[src/rtl/mips_pkg.sv]
// Shared Micro_MIPS definitions: instruction-memory geometry used by both the
// fetch stage and the program loader, plus the loader state encoding.
package mips_pkg;

    localparam int IMEM_ADDR_W = 6;
    localparam int INSTR_W     = 32;
    localparam int IMEM_WORDS  = 2 ** IMEM_ADDR_W;

    typedef enum logic [2:0] {
        LDR_IDLE  = 3'd0,
        LDR_LEN   = 3'd1,
        LDR_DATA  = 3'd2,
        LDR_WRITE = 3'd3,
        LDR_CHK   = 3'd4,
        LDR_DONE  = 3'd5
    } ldr_state_t;

endpackage

[src/rtl/byte_packer.sv]
// Collects four stream bytes into one big-endian (MIPS order) instruction
// word. The first byte received ends up in bits [31:24].
module byte_packer (
    input  logic        clk,
    input  logic        rst_n,
    input  logic        clear,
    input  logic        load,
    input  logic [7:0]  byte_in,
    output logic [31:0] word,
    output logic        full
);

    logic [1:0] idx;

    // Shift bytes in MSB first; clear restarts the word at a load boundary.
    always_ff @(posedge clk) begin
        if (!rst_n) begin
            idx  <= 2'd0;
            word <= 32'd0;
        end else if (clear) begin
            idx  <= 2'd0;
            word <= 32'd0;
        end else if (load) begin
            word <= {word[23:0], byte_in};
            idx  <= idx + 2'd1;
        end
    end

    // Asserted while the next loaded byte will be the 4th of the word.
    assign full = (idx == 2'd3);

endmodule

[src/rtl/imem_loader.sv]
// Program loader for the Micro_MIPS instruction memory. A byte stream
// (word count, then big-endian instruction bytes) is packed into words and
// written to memory while the core is held in reset.
// Optional feature macro: LOADER_CHKSUM_EN adds a trailing XOR checksum byte.
module imem_loader
    import mips_pkg::*;
#(
    parameter int ADDR_W = IMEM_ADDR_W,
    parameter int DATA_W = INSTR_W,
    parameter int WORDS  = IMEM_WORDS
) (
    input  logic              reloj,
    input  logic              resetM,
    input  logic              start,
    input  logic              byte_valid,
    input  logic [7:0]        byte_data,
    output logic              byte_ready,
    output logic              imem_we,
    output logic [ADDR_W-1:0] imem_addr,
    output logic [DATA_W-1:0] imem_di,
    output logic              core_reset_n,
    output logic              busy,
    output logic              done,
    output logic              err
);

    ldr_state_t        state, state_nxt;
    logic [ADDR_W:0]   target;
    logic [ADDR_W:0]   len_target;
    logic [ADDR_W-1:0] addr;
    logic              last_word;
    logic [31:0]       packed_word;
    logic              pk_full;
    logic              start_load, len_take, data_take, addr_step;
    logic              finish_ok, finish_bad, chk_match;

    byte_packer u_packer (
        .clk     (reloj),
        .rst_n   (resetM),
        .clear   (len_take),
        .load    (data_take),
        .byte_in (byte_data),
        .word    (packed_word),
        .full    (pk_full)
    );

    // A count of zero or one beyond the memory size means "fill the memory".
    always_comb begin
        if (byte_data == 8'd0 || 32'(byte_data) > 32'(WORDS))
            len_target = (ADDR_W+1)'(WORDS);
        else
            len_target = (ADDR_W+1)'(byte_data);
    end

    assign last_word = ((ADDR_W+1)'(addr) + (ADDR_W+1)'(1)) == target;
    assign imem_addr = addr;
    assign imem_di   = DATA_W'(packed_word);

    // State register.
    always_ff @(posedge reloj) begin
        if (!resetM)
            state <= LDR_IDLE;
        else
            state <= state_nxt;
    end

    // Next state plus the handshake, write strobe and datapath enables.
    always_comb begin
        state_nxt  = state;
        byte_ready = 1'b0;
        imem_we    = 1'b0;
        start_load = 1'b0;
        len_take   = 1'b0;
        data_take  = 1'b0;
        addr_step  = 1'b0;
        finish_ok  = 1'b0;
        finish_bad = 1'b0;
        case (state)
            LDR_IDLE, LDR_DONE: begin
                if (start) begin
                    start_load = 1'b1;
                    state_nxt  = LDR_LEN;
                end
            end
            LDR_LEN: begin
                byte_ready = 1'b1;
                if (byte_valid) begin
                    len_take  = 1'b1;
                    state_nxt = LDR_DATA;
                end
            end
            LDR_DATA: begin
                byte_ready = 1'b1;
                if (byte_valid) begin
                    data_take = 1'b1;
                    if (pk_full)
                        state_nxt = LDR_WRITE;
                end
            end
            LDR_WRITE: begin
                imem_we = 1'b1;
                if (last_word) begin
`ifdef LOADER_CHKSUM_EN
                    state_nxt = LDR_CHK;
`else
                    finish_ok = 1'b1;
                    state_nxt = LDR_DONE;
`endif
                end else begin
                    addr_step = 1'b1;
                    state_nxt = LDR_DATA;
                end
            end
`ifdef LOADER_CHKSUM_EN
            LDR_CHK: begin
                byte_ready = 1'b1;
                if (byte_valid) begin
                    if (chk_match) begin
                        finish_ok = 1'b1;
                        state_nxt = LDR_DONE;
                    end else begin
                        finish_bad = 1'b1;
                        state_nxt  = LDR_IDLE;
                    end
                end
            end
`endif
            default: state_nxt = LDR_IDLE;
        endcase
    end

    // Word address, word count and the status flags seen by the core.
    always_ff @(posedge reloj) begin
        if (!resetM) begin
            target       <= '0;
            addr         <= '0;
            busy         <= 1'b0;
            done         <= 1'b0;
            core_reset_n <= 1'b0;
        end else begin
            if (start_load) begin
                busy         <= 1'b1;
                done         <= 1'b0;
                core_reset_n <= 1'b0;
            end
            if (len_take) begin
                target <= len_target;
                addr   <= '0;
            end
            if (addr_step)
                addr <= addr + 1'b1;
            if (finish_ok) begin
                busy         <= 1'b0;
                done         <= 1'b1;
                core_reset_n <= 1'b1;
            end
            if (finish_bad)
                busy <= 1'b0;
        end
    end

`ifdef LOADER_CHKSUM_EN
    logic [7:0] chk_acc;

    assign chk_match = (byte_data == chk_acc);

    // Running XOR of the data bytes and the sticky checksum error flag.
    always_ff @(posedge reloj) begin
        if (!resetM) begin
            chk_acc <= 8'd0;
            err     <= 1'b0;
        end else begin
            if (start_load)
                err <= 1'b0;
            if (len_take)
                chk_acc <= 8'd0;
            else if (data_take)
                chk_acc <= chk_acc ^ byte_data;
            if (finish_bad)
                err <= 1'b1;
        end
    end
`else
    assign chk_match = 1'b1;
    assign err       = 1'b0;
`endif

endmodule
[config.mk]
export PLATFORM = sky130hd
export DESIGN_NAME = imem_loader
export DESIGN_NICKNAME = d
export VERILOG_FILES = /design/src/rtl/mips_pkg.sv /design/src/rtl/byte_packer.sv /design/src/rtl/imem_loader.sv
export SDC_FILE = /design/constraint.sdc
export NUM_CORES = 1
export LEC_CHECK = 0
export ABC_AREA = 1
export BUFFER_PORTS_ARGS = -buffer_cell sky130_fd_sc_hd__clkbuf_2
export CAP_MARGIN = 20
export CORE_MARGIN = 2
export CORE_UTILIZATION = 49
export CTS_BUF_LIST = sky130_fd_sc_hd__clkbuf_4 sky130_fd_sc_hd__clkbuf_8 sky130_fd_sc_hd__clkbuf_16
export DETAILED_ROUTE_END_ITERATION = 8
export PLACE_DENSITY = 0.74
export SLEW_MARGIN = 0
export SYNTH_ARGS = -nofsm -noshare
export SYNTH_HDL_FRONTEND = slang
export SYNTH_SLANG_ARGS = --single-unit
[constraint.sdc]
create_clock -name reloj -period 5 [get_ports reloj]
set_clock_uncertainty 0.15 [all_clocks]
set_input_delay 1.25 -clock reloj [delete_from_list [all_inputs] [get_ports reloj]]
set_output_delay 1.25 -clock reloj [all_outputs]
set_load 0.01 [all_outputs]
==> reports/results.tsv <==
metric	value	unit
drt-wirelength-per-cell	12.0	µm
yosysTopAreaCell	dfxtp_1	
worst_slack	2.23	ns
worstReg2RegStart	imem_addr[0]	
cts_tree	built	
drt-total-wl	4.95	mm
vias	2073	
crit_fanout	9	
endpoint_kind	primary output	
final_hold_viol_count	0	
crit_start	state[2]	
pre_cts_slack	2.35	ns
endpoint	imem_we	
avgViaCountPerCell	5.04	
grt_pass1_wl	8.19	mm
post_dp_cell_area	2530	µm²
final.setup.tns	0	ns
postRouteAntennaNets	0	
finalMaxSlewViolations	0	
yosysTopAreaCellShare	46.8	%
power.share.clock	26.8	%
synthToLayoutAreaGrowth	18.9	%
fin_crit	2.77	ns
syn_inst	306	
p_sw	0.000379	W
grt_usage	20.1	%
critPathLaunchType	flip-flop	
power.density	425	nW/µm²
numClockSinks	52	
r2r_end	imem_addr[1]	
core_area	4350	µm²
multi_input_area	1000	µm²
gp_congestion	0.782	
grt_start_max_net_pins	45	
synth_cell_types	27	
htree_levels	2	
dr.pass1.iters	4	
worstPathArrival	1.37	ns
fmax	361	MHz
avgSynthCellArea	7.27	µm²
switching_share	33.7	%
status	finished clean	
pwr-share-seq	46.2	%
ys.warnings.count	0	
ys_seq_area_share	46.8	%
p_leak	1.32	nW
fill_cells	398	
post_cts.repair.setup_buffers	0	
post_cts_resize_count	0	
max_cap_viol_count	0	
post_synth_main_area_contributors	dfxtp_1 47%, nor2_1 9.6%, o21ai_0 8.1%	
clock_path_buffers	2	
crit_chain	inv_1 -> nand2_1 -> nor2_2 -> clkbuf_2	
reg2reg_depth	11	
hold_path.class	reg -> reg	
place.port_buffers	54	
grt_pass1_vias	1877	
ff2ff_setup_slack	3.03	ns
ctsHoldBuffers	0	
grt-ovfl-total	0	
required	3.60	ns
root_buffer	clkbuf_8	
drive_above_1_share	22.0	%
drcViolationCount	0	
die_x	71.4	µm
hpwl	3.41	mm
antenna_found_initial	0	
cts_made_buffers	5	
dieArea	5100	µm²
worst-setup-path-type	reg -> out	
combinationalPowerShare	27.0	%
ir_drop	259	µV
syn-num-nets	320	
start_util	51.1	%
fin_nets	372	
rows	24	
cp.depth	4	
clkTransAtPathRegs	0.09	ns
max_stage_delay	0.36	ns
rsz0062_at_grt	no	
first_iter_violations	105	
die-height	71.4	µm
setup_violations	0	
synth_seq_cells	52	
diodes	0	
crit_family	simple AND/OR/NAND/NOR gates	
clock_latency	0.30	ns
syn-cell-area	2230	µm²
p_int	0.000747	W
slowest_stage	nor2_2	
stdcell_area	2650	µm²
worst-path-buf-inv	2	
pin_count	56	
register_area	1040	µm²
fin_crit_sh	55.4	%
==> cell usage after synthesis <==
cell type and n:
or2_1 1, nand2_1 40, buf_2 1, buf_4 2, nor2_1 57, o21ai_0 36
nand2_4 1, a21oi_2 1, inv_1 34, o21ai_1 1, nor3_1 1, nand4_1 4
nand3_2 2, clkbuf_1 8, nand2_2 3, a21oi_1 22, o22ai_1 6, ha_1 2
inv_2 2, o21a_1 1, o211ai_1 1, nor2_4 2, conb_1 1, nor2_2 3
nand3_1 21, nand3_4 1, dfxtp_1 52
==> cell families after synthesis <==
family,after synthesis,share of synthesized area (%)
AND/OR/NAND/NOR,136,27.6
flip-flops,52,46.8
buffers and inverters,47,8.32
AO/OA/AOI/OAI,68,16.0
adder cells (fa/ha/maj),2,1.12
other,1,0.168
==> layout make-up <==
cell class	instances	area share, %
sequential	52	39.3
clock buffer	6	3.12
inverter	36	5.10
clock inverter	2	1.47
timing repair buffer	56	10.8
tap	52	2.46
multi-input combinational	207	37.8
==> power by group through the flow <==
stage	clock, W	sequential [W]	combinational, W
5_1_grt	0.000324	0.000529	0.000348
6_report	0.000301	0.000520	0.000304
2_1_floorplan	0	0.000543	0.000190
3_5_place_dp	0	0.000528	0.000304
3_3_place_gp	0	0.000528	0.000301
4_1_cts	0.000309	0.000520	0.000306
==> cell usage in the layout, fill, tap and decap left out, types with 2 or more instances in the layout <==
master | netlist | final
ha_1 | 2 | 2
clkbuf_8 | 0 | 6
a21oi_1 | 22 | 22
buf_4 | 2 | 2
inv_1 | 34 | 34
o21ai_0 | 36 | 36
nand2_1 | 40 | 40
o22ai_1 | 6 | 6
nand3_1 | 21 | 21
nand3_2 | 2 | 2
nand4_1 | 4 | 4
nor2_4 | 2 | 2
inv_2 | 2 | 2
clkbuf_2 | 0 | 54
nor2_1 | 57 | 57
nor2_2 | 3 | 3
nand2_2 | 3 | 3
dfxtp_1 | 52 | 52
==> worst min-delay path by stage <==
| stage | from | end | cells after the start |
|---|---|---|---|
| finish | busy | busy | 2 |
| detailed placement | busy | busy | 2 |
| global route | busy | busy | 2 |
| floorplan | state[1] | state[1] | 2 |
| CTS | busy | busy | 2 |
| global placement | busy | busy | 2 |
==> registers in the layout, indices dropped and copies added, names as in the netlist <==
name           cells
busy               1
done               1
state              3
u_packer.idx       2
imem_addr          6
u_packer.word     32
target             7
==> tightest hold or removal path, stage by stage, from the launching register on <==
cell and delay [ns]:
dfxtp_1 0.32, nand2_1 0.06, a21oi_1 0.05
==> per-stage QoR <==
stage | utilization, % | std cells | hold WS, ns | power [W]
2_1_floorplan | - | 306 | 0.316 | 0.000733
3_3_place_gp | 58.0 | 403 | 0.299 | 0.000829
3_5_place_dp | 58.0 | 403 | 0.301 | 0.000831
4_1_cts | 60.8 | 411 | 0.314 | 0.00113
5_1_grt | 60.8 | 411 | 0.372 | 0.00120
6_report | 60.8 | 411 | 0.316 | 0.00113
==> routing by layer <==
metal	GRT usage (%)	wire length, µm	share of wire (%)	vias up
li1	-	-	-	1092
met3	5.20	279	5.6	2
met4	6.71	17	0.34	0
met5	0	0	0	-
met1	24.8	2190	44	924
met2	34.2	2460	50	55
No activity file was read; power rests on OpenSTA's default activity.
